<file path="src/rtl/m_ctrl_fsm_if.sv">
// Control-unit <-> multi-cycle datapath bundle: IR/flag/ready inputs to the controller and every control strobe back.
// master = control unit, slave = datapath/memory side.
interface m_ctrl_fsm_if #(
  parameter int unsigned ST_W = 5
);
  logic [31:0]     Inst;
  logic            zero;
  logic            MIO_ready;

  logic            MemRead;
  logic            MemWrite;
  logic            IorD;
  logic            IRWrite;
  logic [1:0]      RegDst;
  logic            RegWrite;
  logic [1:0]      MemtoReg;
  logic            ALUSrcA;
  logic [1:0]      ALUSrcB;
  logic [1:0]      PCSource;
  logic            PCWrite;
  logic            PCWriteCond;
  logic            Branch;
  logic [2:0]      ALU_operation;
  logic            illegal;
  logic [ST_W-1:0] state;

  modport master (
    input  Inst, zero, MIO_ready,
    output MemRead, MemWrite, IorD, IRWrite, RegDst, RegWrite, MemtoReg,
           ALUSrcA, ALUSrcB, PCSource, PCWrite, PCWriteCond, Branch,
           ALU_operation, illegal, state
  );

  modport slave (
    output Inst, zero, MIO_ready,
    input  MemRead, MemWrite, IorD, IRWrite, RegDst, RegWrite, MemtoReg,
           ALUSrcA, ALUSrcB, PCSource, PCWrite, PCWriteCond, Branch,
           ALU_operation, illegal, state
  );
endinterface

</file>
<file path="src/rtl/m_ctrl_fsm.sv">
// Multi-cycle MIPS control unit (Moore FSM). State encoding is sequential from IF=0 in the enum order below.
// Optional ILLEGAL_TRAP_EN: illegal instructions lock into an absorbing ERR state; otherwise they execute as NOPs.
module m_ctrl_fsm #(
  parameter int unsigned ST_W = 5
) (
  input  logic         clk,
  input  logic         reset,
  m_ctrl_fsm_if.master bus
);

  localparam int unsigned OP_W  = 6;
  localparam int unsigned ALU_W = 3;

  localparam logic [OP_W-1:0] OP_R    = 6'h00;
  localparam logic [OP_W-1:0] OP_J    = 6'h02;
  localparam logic [OP_W-1:0] OP_JAL  = 6'h03;
  localparam logic [OP_W-1:0] OP_BEQ  = 6'h04;
  localparam logic [OP_W-1:0] OP_BNE  = 6'h05;
  localparam logic [OP_W-1:0] OP_ADDI = 6'h08;
  localparam logic [OP_W-1:0] OP_SLTI = 6'h0A;
  localparam logic [OP_W-1:0] OP_ANDI = 6'h0C;
  localparam logic [OP_W-1:0] OP_ORI  = 6'h0D;
  localparam logic [OP_W-1:0] OP_XORI = 6'h0E;
  localparam logic [OP_W-1:0] OP_LUI  = 6'h0F;
  localparam logic [OP_W-1:0] OP_LW   = 6'h23;
  localparam logic [OP_W-1:0] OP_SW   = 6'h2B;

  localparam logic [OP_W-1:0] FN_JR  = 6'h08;
  localparam logic [OP_W-1:0] FN_ADD = 6'h20;
  localparam logic [OP_W-1:0] FN_SUB = 6'h22;
  localparam logic [OP_W-1:0] FN_AND = 6'h24;
  localparam logic [OP_W-1:0] FN_OR  = 6'h25;
  localparam logic [OP_W-1:0] FN_XOR = 6'h26;
  localparam logic [OP_W-1:0] FN_NOR = 6'h27;
  localparam logic [OP_W-1:0] FN_SLT = 6'h2A;

  localparam logic [ALU_W-1:0] ALU_AND = 3'b000;
  localparam logic [ALU_W-1:0] ALU_OR  = 3'b001;
  localparam logic [ALU_W-1:0] ALU_ADD = 3'b010;
  localparam logic [ALU_W-1:0] ALU_XOR = 3'b011;
  localparam logic [ALU_W-1:0] ALU_NOR = 3'b100;
  localparam logic [ALU_W-1:0] ALU_SUB = 3'b110;
  localparam logic [ALU_W-1:0] ALU_SLT = 3'b111;

`ifdef ILLEGAL_TRAP_EN
  typedef enum logic [ST_W-1:0] {
    S_IF, S_ID, S_EX_R, S_WB_R, S_EX_MEM, S_MEM_RD, S_WB_LW, S_MEM_WR,
    S_EX_BEQ, S_EX_BNE, S_EX_J, S_EX_JAL, S_JR, S_EX_I, S_WB_I, S_EX_LUI,
    S_ERR
  } state_t;
`else
  typedef enum logic [ST_W-1:0] {
    S_IF, S_ID, S_EX_R, S_WB_R, S_EX_MEM, S_MEM_RD, S_WB_LW, S_MEM_WR,
    S_EX_BEQ, S_EX_BNE, S_EX_J, S_EX_JAL, S_JR, S_EX_I, S_WB_I, S_EX_LUI
  } state_t;
`endif

  state_t            r_state;
  state_t            w_next;
  state_t            w_id_next;
  state_t            w_bad_next;
  logic [OP_W-1:0]   w_op;
  logic [OP_W-1:0]   w_fn;
  logic [ALU_W-1:0]  w_r_alu;
  logic [ALU_W-1:0]  w_i_alu;
  logic              w_r_ok;
  logic              w_unused;

  assign w_op     = bus.Inst[31:26];
  assign w_fn     = bus.Inst[5:0];
  // zero is consumed by the datapath's branch gating; the controller only observes it.
  assign w_unused = ^{bus.zero, bus.Inst[25:6]};

`ifdef ILLEGAL_TRAP_EN
  assign w_bad_next = S_ERR;
`else
  assign w_bad_next = S_IF;
`endif

  // R-type funct and I-type opcode to ALU operation
  always_comb begin
    w_r_alu = ALU_ADD;
    w_r_ok  = 1'b1;
    case (w_fn)
      FN_ADD:  w_r_alu = ALU_ADD;
      FN_SUB:  w_r_alu = ALU_SUB;
      FN_AND:  w_r_alu = ALU_AND;
      FN_OR:   w_r_alu = ALU_OR;
      FN_XOR:  w_r_alu = ALU_XOR;
      FN_NOR:  w_r_alu = ALU_NOR;
      FN_SLT:  w_r_alu = ALU_SLT;
      FN_JR:   w_r_alu = ALU_ADD;
      default: w_r_ok  = 1'b0;
    endcase

    w_i_alu = ALU_ADD;
    case (w_op)
      OP_SLTI: w_i_alu = ALU_SLT;
      OP_ANDI: w_i_alu = ALU_AND;
      OP_ORI:  w_i_alu = ALU_OR;
      OP_XORI: w_i_alu = ALU_XOR;
      default: w_i_alu = ALU_ADD;
    endcase
  end

  // Instruction decode target out of ID
  always_comb begin
    w_id_next = w_bad_next;
    case (w_op)
      OP_R: begin
        if (w_fn == FN_JR)  w_id_next = S_JR;
        else if (w_r_ok)    w_id_next = S_EX_R;
        else                w_id_next = w_bad_next;
      end
      OP_LW, OP_SW:                                w_id_next = S_EX_MEM;
      OP_BEQ:                                      w_id_next = S_EX_BEQ;
      OP_BNE:                                      w_id_next = S_EX_BNE;
      OP_J:                                        w_id_next = S_EX_J;
      OP_JAL:                                      w_id_next = S_EX_JAL;
      OP_ADDI, OP_SLTI, OP_ANDI, OP_ORI, OP_XORI:  w_id_next = S_EX_I;
      OP_LUI:                                      w_id_next = S_EX_LUI;
      default:                                     w_id_next = w_bad_next;
    endcase
  end

  always_ff @(posedge clk) begin
    if (reset) r_state <= S_IF;
    else       r_state <= w_next;
  end

  // Next-state and Moore output decode
  always_comb begin
    w_next            = S_IF;
    bus.MemRead       = 1'b0;
    bus.MemWrite      = 1'b0;
    bus.IorD          = 1'b0;
    bus.IRWrite       = 1'b0;
    bus.RegDst        = 2'd0;
    bus.RegWrite      = 1'b0;
    bus.MemtoReg      = 2'd0;
    bus.ALUSrcA       = 1'b0;
    bus.ALUSrcB       = 2'd0;
    bus.PCSource      = 2'd0;
    bus.PCWrite       = 1'b0;
    bus.PCWriteCond   = 1'b0;
    bus.Branch        = 1'b0;
    bus.ALU_operation = ALU_ADD;
    bus.illegal       = 1'b0;

    case (r_state)
      S_IF: begin
        bus.MemRead = 1'b1;
        bus.ALUSrcB = 2'd1;
        bus.PCWrite = 1'b1;
        bus.IRWrite = bus.MIO_ready;
        w_next      = bus.MIO_ready ? S_ID : S_IF;
      end
      S_ID: begin
        bus.ALUSrcB = 2'd3;
        w_next      = w_id_next;
      end
      S_EX_R: begin
        bus.ALUSrcA       = 1'b1;
        bus.ALU_operation = w_r_alu;
        w_next            = S_WB_R;
      end
      S_WB_R: begin
        bus.RegDst   = 2'd1;
        bus.RegWrite = 1'b1;
        w_next       = S_IF;
      end
      S_EX_MEM: begin
        bus.ALUSrcA = 1'b1;
        bus.ALUSrcB = 2'd2;
        w_next      = (w_op == OP_LW) ? S_MEM_RD : S_MEM_WR;
      end
      S_MEM_RD: begin
        bus.MemRead = 1'b1;
        bus.IorD    = 1'b1;
        w_next      = bus.MIO_ready ? S_WB_LW : S_MEM_RD;
      end
      S_WB_LW: begin
        bus.MemtoReg = 2'd1;
        bus.RegWrite = 1'b1;
        w_next       = S_IF;
      end
      S_MEM_WR: begin
        bus.MemWrite = 1'b1;
        bus.IorD     = 1'b1;
        w_next       = bus.MIO_ready ? S_IF : S_MEM_WR;
      end
      S_EX_BEQ, S_EX_BNE: begin
        bus.ALUSrcA       = 1'b1;
        bus.ALU_operation = ALU_SUB;
        bus.PCWriteCond   = 1'b1;
        bus.PCSource      = 2'd1;
        bus.Branch        = (r_state == S_EX_BEQ);
        w_next            = S_IF;
      end
      S_EX_J: begin
        bus.PCSource = 2'd2;
        bus.PCWrite  = 1'b1;
        w_next       = S_IF;
      end
      // $31 and PC share one edge, so the link register takes the fetched PC+4
      S_EX_JAL: begin
        bus.PCSource = 2'd2;
        bus.PCWrite  = 1'b1;
        bus.RegDst   = 2'd2;
        bus.MemtoReg = 2'd3;
        bus.RegWrite = 1'b1;
        w_next       = S_IF;
      end
      S_JR: begin
        bus.PCSource = 2'd3;
        bus.PCWrite  = 1'b1;
        w_next       = S_IF;
      end
      S_EX_I: begin
        bus.ALUSrcA       = 1'b1;
        bus.ALUSrcB       = 2'd2;
        bus.ALU_operation = w_i_alu;
        w_next            = S_WB_I;
      end
      S_WB_I: begin
        bus.RegWrite = 1'b1;
        w_next       = S_IF;
      end
      S_EX_LUI: begin
        bus.MemtoReg = 2'd2;
        bus.RegWrite = 1'b1;
        w_next       = S_IF;
      end
`ifdef ILLEGAL_TRAP_EN
      S_ERR: begin
        bus.illegal = 1'b1;
        w_next      = S_ERR;
      end
`endif
      default: w_next = S_IF;
    endcase
  end

  assign bus.state = r_state;

endmodule

</file>
<file path="src/flat_wrapper.sv">
// flat-port wrapper written by rule: the top's interface ports become plain ports
module m_ctrl_fsm_flat 
#(
  parameter int unsigned ST_W = 5
)
  (clk, reset, bus_Inst, bus_zero, bus_MIO_ready, bus_MemRead, bus_MemWrite, bus_IorD, bus_IRWrite, bus_RegDst, bus_RegWrite, bus_MemtoReg, bus_ALUSrcA, bus_ALUSrcB, bus_PCSource, bus_PCWrite, bus_PCWriteCond, bus_Branch, bus_ALU_operation, bus_illegal, bus_state);
  m_ctrl_fsm_if #(.ST_W(ST_W)) bus_i ();
  input  logic clk;
  input  logic reset;
  input wire logic [$bits(bus_i.Inst)-1:0] bus_Inst;
  input wire logic [$bits(bus_i.zero)-1:0] bus_zero;
  input wire logic [$bits(bus_i.MIO_ready)-1:0] bus_MIO_ready;
  output wire logic [$bits(bus_i.MemRead)-1:0] bus_MemRead;
  output wire logic [$bits(bus_i.MemWrite)-1:0] bus_MemWrite;
  output wire logic [$bits(bus_i.IorD)-1:0] bus_IorD;
  output wire logic [$bits(bus_i.IRWrite)-1:0] bus_IRWrite;
  output wire logic [$bits(bus_i.RegDst)-1:0] bus_RegDst;
  output wire logic [$bits(bus_i.RegWrite)-1:0] bus_RegWrite;
  output wire logic [$bits(bus_i.MemtoReg)-1:0] bus_MemtoReg;
  output wire logic [$bits(bus_i.ALUSrcA)-1:0] bus_ALUSrcA;
  output wire logic [$bits(bus_i.ALUSrcB)-1:0] bus_ALUSrcB;
  output wire logic [$bits(bus_i.PCSource)-1:0] bus_PCSource;
  output wire logic [$bits(bus_i.PCWrite)-1:0] bus_PCWrite;
  output wire logic [$bits(bus_i.PCWriteCond)-1:0] bus_PCWriteCond;
  output wire logic [$bits(bus_i.Branch)-1:0] bus_Branch;
  output wire logic [$bits(bus_i.ALU_operation)-1:0] bus_ALU_operation;
  output wire logic [$bits(bus_i.illegal)-1:0] bus_illegal;
  output wire logic [$bits(bus_i.state)-1:0] bus_state;
  assign bus_i.Inst = bus_Inst;
  assign bus_i.zero = bus_zero;
  assign bus_i.MIO_ready = bus_MIO_ready;
  assign bus_MemRead = bus_i.MemRead;
  assign bus_MemWrite = bus_i.MemWrite;
  assign bus_IorD = bus_i.IorD;
  assign bus_IRWrite = bus_i.IRWrite;
  assign bus_RegDst = bus_i.RegDst;
  assign bus_RegWrite = bus_i.RegWrite;
  assign bus_MemtoReg = bus_i.MemtoReg;
  assign bus_ALUSrcA = bus_i.ALUSrcA;
  assign bus_ALUSrcB = bus_i.ALUSrcB;
  assign bus_PCSource = bus_i.PCSource;
  assign bus_PCWrite = bus_i.PCWrite;
  assign bus_PCWriteCond = bus_i.PCWriteCond;
  assign bus_Branch = bus_i.Branch;
  assign bus_ALU_operation = bus_i.ALU_operation;
  assign bus_illegal = bus_i.illegal;
  assign bus_state = bus_i.state;
  m_ctrl_fsm #(.ST_W(ST_W)) u_core (.clk(clk), .reset(reset), .bus(bus_i));
endmodule
</file>
<file path="config.mk">
export PLATFORM = sky130hd
export DESIGN_NAME = m_ctrl_fsm_flat
export DESIGN_NICKNAME = d
export VERILOG_FILES = /design/src/rtl/m_ctrl_fsm_if.sv /design/src/rtl/m_ctrl_fsm.sv /design/src/flat_wrapper.sv
export SDC_FILE = /design/constraint.sdc
export NUM_CORES = 1
export LEC_CHECK = 0
export ABC_AREA = 1
export CORE_ASPECT_RATIO = 0.8
export CORE_MARGIN = 2
export CORE_UTILIZATION = 46
export DETAILED_ROUTE_END_ITERATION = 10
export DONT_BUFFER_PORTS = 1
export GPL_ROUTABILITY_DRIVEN = 0
export PLACE_DENSITY_LB_ADDON = 0.05
export SYNTH_ARGS = -nofsm -noshare
export SYNTH_HDL_FRONTEND = slang
export SYNTH_SLANG_ARGS = --single-unit
export TNS_END_PERCENT = 50
</file>
<file path="constraint.sdc">
create_clock -name clk -period 1.7 [get_ports clk]
set_clock_uncertainty 0.2 [all_clocks]
set_input_delay 0.17 -clock clk [delete_from_list [all_inputs] [get_ports clk]]
set_output_delay 0.17 -clock clk [all_outputs]
set_load 0.05 [all_outputs]
</file>
After elaboration in Yosys (flattened, before gate mapping)
Cells that the tools add are included.
- memories: 0
- bits in read-only memories: 0
- latch bits: 0
- word-level logic and storage cells: 74
- input port bits: 36
- register bits after elaboration: 5
- RAM bits: 0
- muxes and demuxes: 25
- order comparisons: 0
- shifts and indexed selects: 0
- $mul: 0
- reductions and logical operators: 13
- div/mod/pow operators: 0
- bitwise gates (word level): 0
- add/sub/neg operators: 0
- equality and inequality tests: 35
- operators with widths (operator ; number):
    $eq 6x6->1 const B ; 9
    $eq 6x4->1 const B ; 7
    $eq 5x4->1 const B ; 8
    $pmux 5 s8 ; 1
    $pmux 5 s7 ; 1
    $eq 5x3->1 const B ; 4
    $pmux 2 s3 ; 3
    $pmux 3 s6 ; 1
    $reduce_or 5->1 ; 3
    $eq 6x2->1 const B ; 2
    $eq 6x3->1 const B ; 2
    $pmux 3 s4 ; 1
    $reduce_or 2->1 ; 6
    $mux 1 ; 11
    $eq 5x2->1 const B ; 2
    $pmux 3 s3 ; 1
    $reduce_or 8->1 ; 1
    $logic_not 6->1 ; 1
    $mux 2 ; 3
    $eq 5x1->1 const B ; 1
    $logic_not 5->1 ; 1
    $mux 5 ; 1
    $pmux 2 s2 ; 1
    $reduce_or 4->1 ; 1
    $mux 3 ; 1

Logic depth before layout (Yosys ltp)
Gate-level depths: netlist (run 1).
- depth after elaboration: 7
- gate-level depth with buffers: 10
- depth with buffers taken out: 10

Worst setup path after synthesis (run 1)
Ideal clock, no wire load.
- path kind: register -> output
- start point: reg u_core.r_state[0], in the netlist u_core.bus.state[0]
- end point: out bus_MemRead
- buffers on the path: 1
- data arrival time: 2.198 ns
- cell stages (with the launch flop): 6
- path slack: -0.868 ns
- cell sequence: dfxtp_1 > buf_6 > inv_4 > nor2_2 > inv_2 > o21ai_0
- longest elaborated chain between the ends: 3
- elaborated cells between the ends (all ways): 4
- ends and longest elaborated chain (item ; RTL line ; source):
    from (decl) ; m_ctrl_fsm.sv:58 ; state_t r_state;
    from (signal assigned) ; m_ctrl_fsm.sv:128 ; else r_state <= w_next;
    $eq 5x3->1 / $logic_not 5->1 (equally long branches) ; m_ctrl_fsm.sv:150 ; case (r_state)
    $reduce_or 2->1 (no line) * ; - ;
    $mux 1 * ; m_ctrl_fsm.sv:150 ;
    to (decl) ; flat_wrapper.sv:13 ; output wire logic [$bits(bus_i.MemRead)-1:0] bus_MemRead;
Every way passes the cells marked *; elsewhere a longest branch is shown, timed or not.

Worst setup path in the final report (run 1)
- start point: reg u_core.r_state[0], in the netlist u_core.bus.state[0]
- end point: out bus_ALU_operation[2]
- longest elaborated chain between the ends: 3
- elaborated cells between the ends (all ways): 6
- ends and longest elaborated chain (item ; RTL line ; source):
    $eq 5x4->1 ; m_ctrl_fsm.sv:150 ;
    $reduce_or 2->1 ; - ;
    $pmux 3 s3 * ; m_ctrl_fsm.sv:150 ;
    to (decl) ; flat_wrapper.sv:26 ; output wire logic [$bits(bus_i.ALU_operation)-1:0] bus_ALU_operation;
Marks and branches as above.

==> flow_metrics.py, run 1 <==
metrics = {
    "critical_path": {
        "r2r-end": "u_core.bus.state[1]$_SDFF_PP0_",
        "crit_chain": "inv_6 -> nor2_4 -> nand2_4 -> o211ai_1 -> buf_4",
        "worstPathRequired_ns": 1.33,
        "arrival_ns": 1.35,
        "cpPeakStageDelay_ns": 0.40,
        "crit_fanout": 6,
        "startpoint_type": "flop",
        "ff2ff_path_depth": 9,
        "critical_path_buf_inv_count": 2,
        "ff2ff_setup_slack_ns": 0.20,
        "worstSetupPathType": "reg2out",
        "endpoint_kind": "output pin",
        "crit_family": "flip-flops",
        "r2r-start": "u_core.bus.state[2]$_SDFF_PP0_",
        "cpMaxStageDelayCell": "dfxtp_4",
    },
    "final_layout": {
        "instances_no_fill": 195,
        "regArea_sq_um": 95.1,
        "final.fill_count": 149,
        "multiInputGateArea_sq_um": 702,
        "num-nets-final": 211,
        "largest_reg_flops": 4,
        "diodes": 0,
        "area_growth_pct": 47.4,
        "drive_gt1_frac": 0.451,
    },
    "placement": {
        "portBuffers": 0,
        "hpwl_microns": 1840,
        "dp.cells": 190,
    },
    "drt": {
        "drt_iter0_markers": 10,
        "finalWirelength_microns": 2140,
        "drc": 0,
        "avgRoutedWirePerCell_microns": 11.0,
        "via_count": 963,
        "dr.pass1.iters": 4,
        "drtAntennaViolNets": 0,
        "post_drt_via_cell_ratio": 4.94,
    },
    "yosys": {
        "synth-seq-cells": 4,
        "syn_area_sq_um": 816,
        "synth_ff_type": "dfxtp_1",
        "synthTopCellsByCount": "31 x nand2_1, 25 x nor2_1, 17 x inv_1, 17 x nand3_1, 9 x nor2_2",
        "synth-async-reset-ratio": 0,
        "synthCells": 148,
        "yosys-top-cells-area": "nand2_1 14%, nor2_1 12%, nand3_1 10%, dfxtp_1 9.8%, inv_1 7.8%",
        "synth_cell_types": 27,
        "synth_top_area_frac": 0.143,
        "seq_area_frac_synth": 0.0982,
        "synth-warning-count": 0,
        "synth_area_leader_cell": "nand2_1",
        "synth.avg_cell_area_sq_um": 5.51,
        "yosysMostFrequentCell": "nand2_1",
        "synth_edf_count": 0,
    },
    "global_routing": {
        "grt_pass1_vias": 891,
        "grt_use_total": 0.207,
        "grt_max_degree": 10,
        "grt_pass1_wl_microns": 3550,
        "grt_overflow": 0,
        "antenna_found_initial": 0,
    },
    "flow_run": {
        "cap_violations": 0,
    },
    "hold_path": {
        "min_to": "u_core.bus.state[0]$_SDFF_PP0_",
        "holdPathStages": 4,
        "hp-class": "in2reg",
        "worstHoldStart": "bus_Inst[26]",
    },
    "floorplan": {
        "io_pins": 62,
        "core-area_sq_um": 1640,
        "fp.dieW_microns": 51.1,
        "dieArea_sq_um": 2130,
        "row_count": 13,
        "dieHeight_microns": 41.7,
        "initial_utilization": 0.497,
    },
    "clock_network": {
        "h-tree-depth": 1,
        "cts_root_buf": "clkbuf_4",
        "cts_tree": "done",
        "cts_made_buffers": 3,
        "path_clk_slew_ns": 0.03,
        "clk_path_buf_depth": 2,
        "insertion_delay_ns": 0.22,
        "cts_sinks": 4,
    },
    "sta": {
        "fmax_mhz": 583,
        "final_hold_viol_count": 0,
        "drv_slew": 0,
        "period_share": 1.01,
        "hold_slack_ns": 0.0266,
        "rsz0062_at_grt": "true",
        "finalSetupViolations": 1,
        "finalSetupTns_ns": -0.0161,
        "period_needed_ns": 1.72,
        "fin_ws_ns": -0.0161,
    },
    "power_and_ir_drop": {
        "p_leak_nw": 0.593,
        "ir_worst_vdd_mv": 0.400,
        "p_per_area_nw_per_um2": 431,
    },
    "outcome": {
        "status": "finished with violations",
        "violations": "negative setup slack",
    },
}
[logic make-up after synthesis]
family | after synthesis | share of synthesized area
and+or+nand+nor | 100 | 0.621
buffers and inverters | 29 | 0.164
AOI/OAI and AO/OA | 14 | 0.112
DFF | 4 | 0.0982
other | 1 | 0.00460
[worst min-delay path: cells and delay by family]
family / cells / cell delay, ns
and+or+nand+nor: 3 / 0.19
AOI/OAI and AO/OA: 1 / 0.04
[through the flow]
step / worst slack (ns) / instance area, sq um / util / power [mW]
finish: -0.0161 / 1200 / 0.732 / 0.519
global placement: 0.171 / 1110 / 0.675 / 0.389
CTS: -0.0400 / 1150 / 0.698 / 0.508
detailed placement: 0.162 / 1110 / 0.675 / 0.393
floorplan: -0.302 / 896 / - / 0.337
global route: -0.109 / 1200 / 0.732 / 0.553
[metal layers]
metal / share of wire / up-vias / global-route usage
met5: 0 / - / 0
met2: 0.51 / 23 / 0.361
met1: 0.45 / 424 / 0.274
met3: 0.047 / 0 / 0.0252
met4: 0 / 0 / 0.0324
li1: - / 516 / -
[power breakdown]
part           total, mW  internal (mW)  switching, mW
Sequential         0.112         0.0970         0.0150
Combinational      0.299         0.0896          0.209
Clock              0.108         0.0783         0.0297
[cell usage in the layout, fill, tap and decap left out, types with 3 or more instances in the layout]
cell type | Yosys | layout
a21oi_1 | 3 | 3
buf_12 | 0 | 4
buf_4 | 2 | 18
clkbuf_4 | 0 | 3
dfxtp_4 | 0 | 4
inv_1 | 17 | 14
inv_2 | 7 | 8
nand2_1 | 31 | 28
nand2_2 | 4 | 5
nand3_1 | 17 | 17
nand3_2 | 4 | 4
nor2_1 | 25 | 19
nor2_2 | 9 | 7
nor2_4 | 3 | 11
o21ai_1 | 2 | 3
[final cells by class]
class / count / area share
well taps: 22 / 0.0229
inverters: 25 / 0.0864
clock buffers: 3 / 0.0187
flip-flops and latches: 4 / 0.0791
multi-input cells: 116 / 0.584
repair buffers: 25 / 0.209
[worst max path at each step]
stage | endpoint | cells after the start | from | slack [ns]
finish | bus_ALU_operation[2] | 5 | u_core.bus.state[0]$_SDFF_PP0_ | -0.02
global route | bus_ALU_operation[2] | 5 | u_core.bus.state[0]$_SDFF_PP0_ | -0.11
CTS | bus_ALU_operation[2] | 7 | u_core.bus.state[1]$_SDFF_PP0_ | -0.04
detailed placement | bus_ALU_operation[2] | 7 | u_core.bus.state[1]$_SDFF_PP0_ | 0.16
global placement | bus_ALU_operation[2] | 7 | u_core.bus.state[1]$_SDFF_PP0_ | 0.17
floorplan | bus_ALU_operation[2] | 5 | u_core.bus.state[0]$_SDFF_PP0_ | -0.30
[timing repair]
item	CTS	global route
gates cloned	0	0
endpoints found under the hold margin	4	0
setup endpoints to repair	6	8
hold buffers	1	0
resized for setup	4	12
setup buffers	0	1
Power figures use the tool's default switching activity.
==> run 2: changes to the inputs <==
==> constraint.sdc (replaced) <==
create_clock -name clk -period 1.7 [get_ports clk]
set_clock_uncertainty 0.2 [all_clocks]
set_input_delay 0.34 -clock clk [delete_from_list [all_inputs] [get_ports clk]]
set_output_delay 0.34 -clock clk [all_outputs]
set_load 0.05 [all_outputs]
==> flow_metrics.py, run 2 (synthesized netlist as in run 1, its figures left out) <==
metrics = {
    "clock_network": {
        "cts_sinks": 4,
        "cts_made_buffers": 3,
        "cts_root_buf": "clkbuf_4",
        "clk_path_buf_depth": 2,
        "path_clk_slew_ns": 0.05,
        "insertion_delay_ns": 0.24,
        "h-tree-depth": 1,
        "cts_tree": "done",
    },
    "sta": {
        "final_hold_viol_count": 0,
        "fmax_mhz": 512,
        "drv_slew": 0,
        "period_share": 1.15,
        "period_needed_ns": 1.95,
        "finalSetupTns_ns": -2.47,
        "finalSetupViolations": 19,
        "rsz0062_at_grt": "true",
        "fin_ws_ns": -0.252,
    },
    "critical_path": {
        "cpMaxStageDelayCell": "dfxtp_4",
        "crit_chain": "inv_6 -> nor2_4 -> nand2_2 -> inv_2 -> buf_4 -> a41oi_4 -> buf_12",
        "arrival_ns": 1.41,
        "worstPathRequired_ns": 1.16,
        "crit_fanout": 6,
        "endpoint_kind": "output pin",
        "ff2ff_path_depth": 9,
        "cpPeakStageDelay_ns": 0.41,
        "startpoint_type": "flop",
        "worstSetupPathType": "reg2out",
    },
    "power_and_ir_drop": {
        "ir_worst_vdd_mv": 0.446,
        "p_per_area_nw_per_um2": 422,
        "p_leak_nw": 0.745,
    },
    "final_layout": {
        "num-nets-final": 233,
        "instances_no_fill": 217,
        "fin_util": 0.922,
        "layout_commonest_cell": "buf_4",
        "mostFrequentLayoutCells": "27 x buf_4, 26 x nand2_1, 16 x nand3_1",
        "largest_reg_flops": 4,
        "final.fill_count": 67,
        "area_growth_pct": 85.7,
        "diodes": 0,
        "drive_gt1_frac": 0.559,
    },
    "floorplan": {
        "core-area_sq_um": 1640,
        "fp.dieW_microns": 51.1,
        "dieHeight_microns": 41.7,
        "initial_utilization": 0.497,
        "row_count": 13,
        "dieArea_sq_um": 2130,
        "io_pins": 62,
    },
    "global_routing": {
        "antenna_found_initial": 0,
        "grt_overflow": 0,
        "grt_pass1_vias": 1176,
        "grt_pass1_wl_microns": 5470,
        "grt_use_total": 0.340,
        "grt_max_degree": 7,
    },
    "hold_path": {
        "holdPathStages": 3,
        "hp-class": "in2reg",
    },
    "drt": {
        "drtAntennaViolNets": 0,
        "drc": 0,
        "post_drt_via_cell_ratio": 6.14,
        "finalWirelength_microns": 4170,
        "via_count": 1333,
        "dr.pass1.iters": 5,
        "drt_iter0_markers": 108,
        "avgRoutedWirePerCell_microns": 19.2,
    },
    "flow_run": {
        "cap_violations": 0,
    },
    "placement": {
        "hpwl_microns": 2220,
        "portBuffers": 0,
        "dp.cells": 197,
    },
    "outcome": {
        "violations": "negative setup slack",
        "status": "finished with violations",
    },
}
run 2: cell count changes in the layout (fill, tap and decap cells not counted), moves of 2 or more:
cell,delta
buf_6,+12
buf_4,+9
nor2_1,-4
nor2_4,+4
buf_12,+2
inv_6,+2
nand2_1,-2
nand2_4,+2
run 2: final timing paths:
| kind | slack, ns | end | from |
|---|---|---|---|
| worst max-delay path | -0.25 | bus_ALU_operation[1] | u_core.bus.state[1]$_SDFF_PP0_ |
| worst min-delay path | 0.05 | u_core.bus.state[1]$_SDFF_PP0_ | reset |
| worst max register to register | 0.02 | u_core.bus.state[1]$_SDFF_PP0_ | u_core.bus.state[0]$_SDFF_PP0_ |
| worst min register to register | 0.55 | u_core.bus.state[2]$_SDFF_PP0_ | u_core.bus.state[2]$_SDFF_PP0_ |
run 2: routing by layer:
metal  wire [microns]  GRT usage  vias to the layer above  part of all wire
met1             1330      0.366                      586              0.32
met2             2070      0.626                      144              0.50
met4              297      0.205                        0             0.071
met3              471     0.0360                       39              0.11
met5                0          0                        -                 0
li1                 -          -                      564                 -
run 2: stage by stage:
stage,power [mW],instance area (sq um),setup slack [ns],hold slack (ns)
6_report,0.639,1520,-0.252,0.0456
5_1_grt,0.654,1520,-0.313,0.0676
4_1_cts,0.594,1420,-0.146,0.0502
3_5_place_dp,0.425,1220,-0.0519,0.197
3_3_place_gp,0.417,1220,-0.00537,0.197
2_1_floorplan,0.337,931,-0.467,0.193
run 2: cell type report:
class,instances,area (sq um),share of cell area
Tap cell,22,27.5,0.0182
Sequential cell,4,95.1,0.0628
Timing Repair Buffer,47,479,0.316
Clock buffer,3,22.5,0.0149
Multi-Input combinational cell,116,779,0.514
Inverter,25,111,0.0735
run 2: timing repair:
item,4_1_cts,5_1_grt
gates cloned,0,0
endpoints found under the hold margin,3,0
setup buffers,9,8
resized for setup,29,11
hold buffers,1,0
pin swaps,10,7
endpoints found under the setup margin,18,20
run 2: report_power, final:
| group | internal, mW | leakage (nW) | switching, mW | total [mW] |
|---|---|---|---|---|
| sequential | 0.0967 | 0.0355 | 0.0148 | 0.111 |
| clock | 0.0797 | 0.0138 | 0.0496 | 0.129 |
| combinational | 0.142 | 0.695 | 0.256 | 0.398 |
| total | 0.318 | 0.745 | 0.321 | 0.639 |
run 2: worst max-delay path, delay by kind of cell (launching register included):
kind / cells / cell delay (ns)
AO/OA/AOI/OAI: 1 / 0.11
buffers and inverters: 4 / 0.43
flip-flops: 1 / 0.41
AND/OR/NAND/NOR: 2 / 0.20
==> run 3: changes to the inputs <==
CELL_PAD_IN_SITES_DETAIL_PLACEMENT = 0   (was default)
CELL_PAD_IN_SITES_GLOBAL_PLACEMENT = 1   (was default)
CORE_UTILIZATION = 37   (was 46)
==> flow_metrics.py, run 3 (synthesized netlist as in run 1, its figures left out) <==
metrics = {
    "global_routing": {
        "grt_pass1_wl_microns": 4010,
        "antenna_found_initial": 0,
        "grt_overflow": 0,
        "grt_max_degree": 6,
        "grt_use_total": 0.192,
        "grt_pass1_vias": 957,
    },
    "critical_path": {
        "startpoint_type": "flop",
        "endpoint_kind": "output pin",
        "worstPathRequired_ns": 1.16,
        "crit_fanout": 5,
        "arrival_ns": 1.35,
        "worstSetupPathType": "reg2out",
    },
    "clock_network": {
        "cts_made_buffers": 3,
        "cts_root_buf": "clkbuf_4",
        "insertion_delay_ns": 0.23,
        "clk_path_buf_depth": 2,
        "path_clk_slew_ns": 0.04,
        "cts_tree": "done",
        "h-tree-depth": 1,
        "cts_sinks": 4,
    },
    "floorplan": {
        "fp.dieW_microns": 56.5,
        "initial_utilization": 0.385,
        "dieArea_sq_um": 2600,
        "dieHeight_microns": 46,
        "core-area_sq_um": 2120,
        "io_pins": 62,
        "row_count": 15,
    },
    "sta": {
        "final_hold_viol_count": 0,
        "hold_slack_ns": 0.0585,
        "fmax_mhz": 530,
        "fin_ws_ns": -0.188,
        "period_share": 1.11,
        "drv_slew": 0,
        "finalSetupTns_ns": -1.77,
        "finalSetupViolations": 18,
        "period_needed_ns": 1.89,
        "rsz0062_at_grt": "true",
    },
    "final_layout": {
        "mostFrequentLayoutCells": "24 x buf_4, 23 x nand2_1, 16 x nor2_4, 16 x nand3_1, 15 x nor2_1",
        "area_growth_pct": 88.5,
        "fin_util": 0.725,
        "final_area_sq_um": 1540,
        "diodes": 0,
        "largest_reg_flops": 4,
        "instances_no_fill": 218,
        "num-nets-final": 231,
        "layout_commonest_cell": "buf_4",
        "drive_gt1_frac": 0.575,
    },
    "outcome": {
        "status": "finished with violations",
        "violations": "negative setup slack",
    },
    "flow_run": {
        "cap_violations": 0,
    },
    "drt": {
        "drtAntennaViolNets": 0,
        "avgRoutedWirePerCell_microns": 12.4,
        "post_drt_via_cell_ratio": 5.01,
        "via_count": 1092,
        "finalWirelength_microns": 2700,
        "drc": 0,
        "drt_iter0_markers": 9,
        "dr.pass1.iters": 4,
    },
    "placement": {
        "placed_area_sq_um": 1240,
        "hpwl_microns": 2010,
        "dp.cells": 203,
        "portBuffers": 0,
    },
    "power_and_ir_drop": {
        "switching_share": 0.468,
        "p_leak_nw": 0.732,
        "comb_power_share": 0.645,
        "ir_worst_vdd_mv": 0.408,
        "switching_power_uw": 294,
        "p_clk_frac": 0.179,
        "p_per_area_nw_per_um2": 409,
        "power_frac_seq": 0.176,
        "intPower_uw": 334,
    },
    "hold_path": {
        "hp-class": "in2reg",
    },
}
==> run 3: cell types whose count changed in the layout (fill, tap and decap cells not counted), moves of 2 or more <==
cell,delta
buf_12,+2
buf_4,-3
buf_6,-2
nand2_1,-3
nand2_2,+3
o21ai_2,+2
==> run 3: per-layer routing <==
metal / share of wire / routed length, microns / GRT usage / vias up
li1: - / - / - / 555
met1: 0.42 / 1150 / 0.251 / 501
met2: 0.51 / 1380 / 0.353 / 30
met3: 0.044 / 118 / 0.00568 / 6
met4: 0.019 / 51 / 0.0524 / 0
met5: 0 / 0 / 0 / -
==> run 3: power groups by stage <==
stage / sequential (mW) / combinational, mW / clock (mW)
after global placement: 0.110 / 0.316 / 0
after CTS: 0.110 / 0.378 / 0.117
after detailed placement: 0.110 / 0.319 / 0
final: 0.110 / 0.405 / 0.113
after global routing: 0.111 / 0.425 / 0.120
after floorplan: 0.121 / 0.217 / 0
==> run 3: timing repair <==
action,in CTS,in global routing
hold buffers,1,0
endpoints found under the setup margin,19,19
resized for setup,39,9
endpoints found under the hold margin,3,0
buffers inserted,6,5
pin swaps,14,11
==> run 3: through the flow <==
stage                     power [mW]  setup slack (ns)
after floorplan                0.337            -0.467
after global placement         0.425           -0.0432
after detailed placement       0.429           -0.0529
after CTS                      0.605            -0.170
after global routing           0.657            -0.252
final                          0.628            -0.188
==> run 3: critical path: stages (launching register included) <==
cell and delay, ns:
dfxtp_4 0.38, nor2_4 0.17, buf_4 0.13, buf_6 0.09, nand2_4 0.07, nor2_4 0.12, buf_8 0.15
==> run 3: final cells by class <==
cell class                 instances  area, sq um
multi-input combinational        116          788
fill                             167          583
timing repair buffer              45          489
inverter                          25          111
sequential                         4         95.1
tap                               25         31.3
clock buffer                       3         22.5
==> run 3: path summary, 6_finish.rpt <==
check                                 start                             end  slack (ns)  cells past startpoint
min                                   reset  u_core.bus.state[1]$_SDFF_PP0_        0.06                      3
min reg2reg  u_core.bus.state[2]$_SDFF_PP0_  u_core.bus.state[2]$_SDFF_PP0_        0.54                      4
max          u_core.bus.state[3]$_SDFF_PP0_                     bus_IRWrite       -0.19                      6
max reg2reg  u_core.bus.state[3]$_SDFF_PP0_  u_core.bus.state[0]$_SDFF_PP0_        0.04                      9
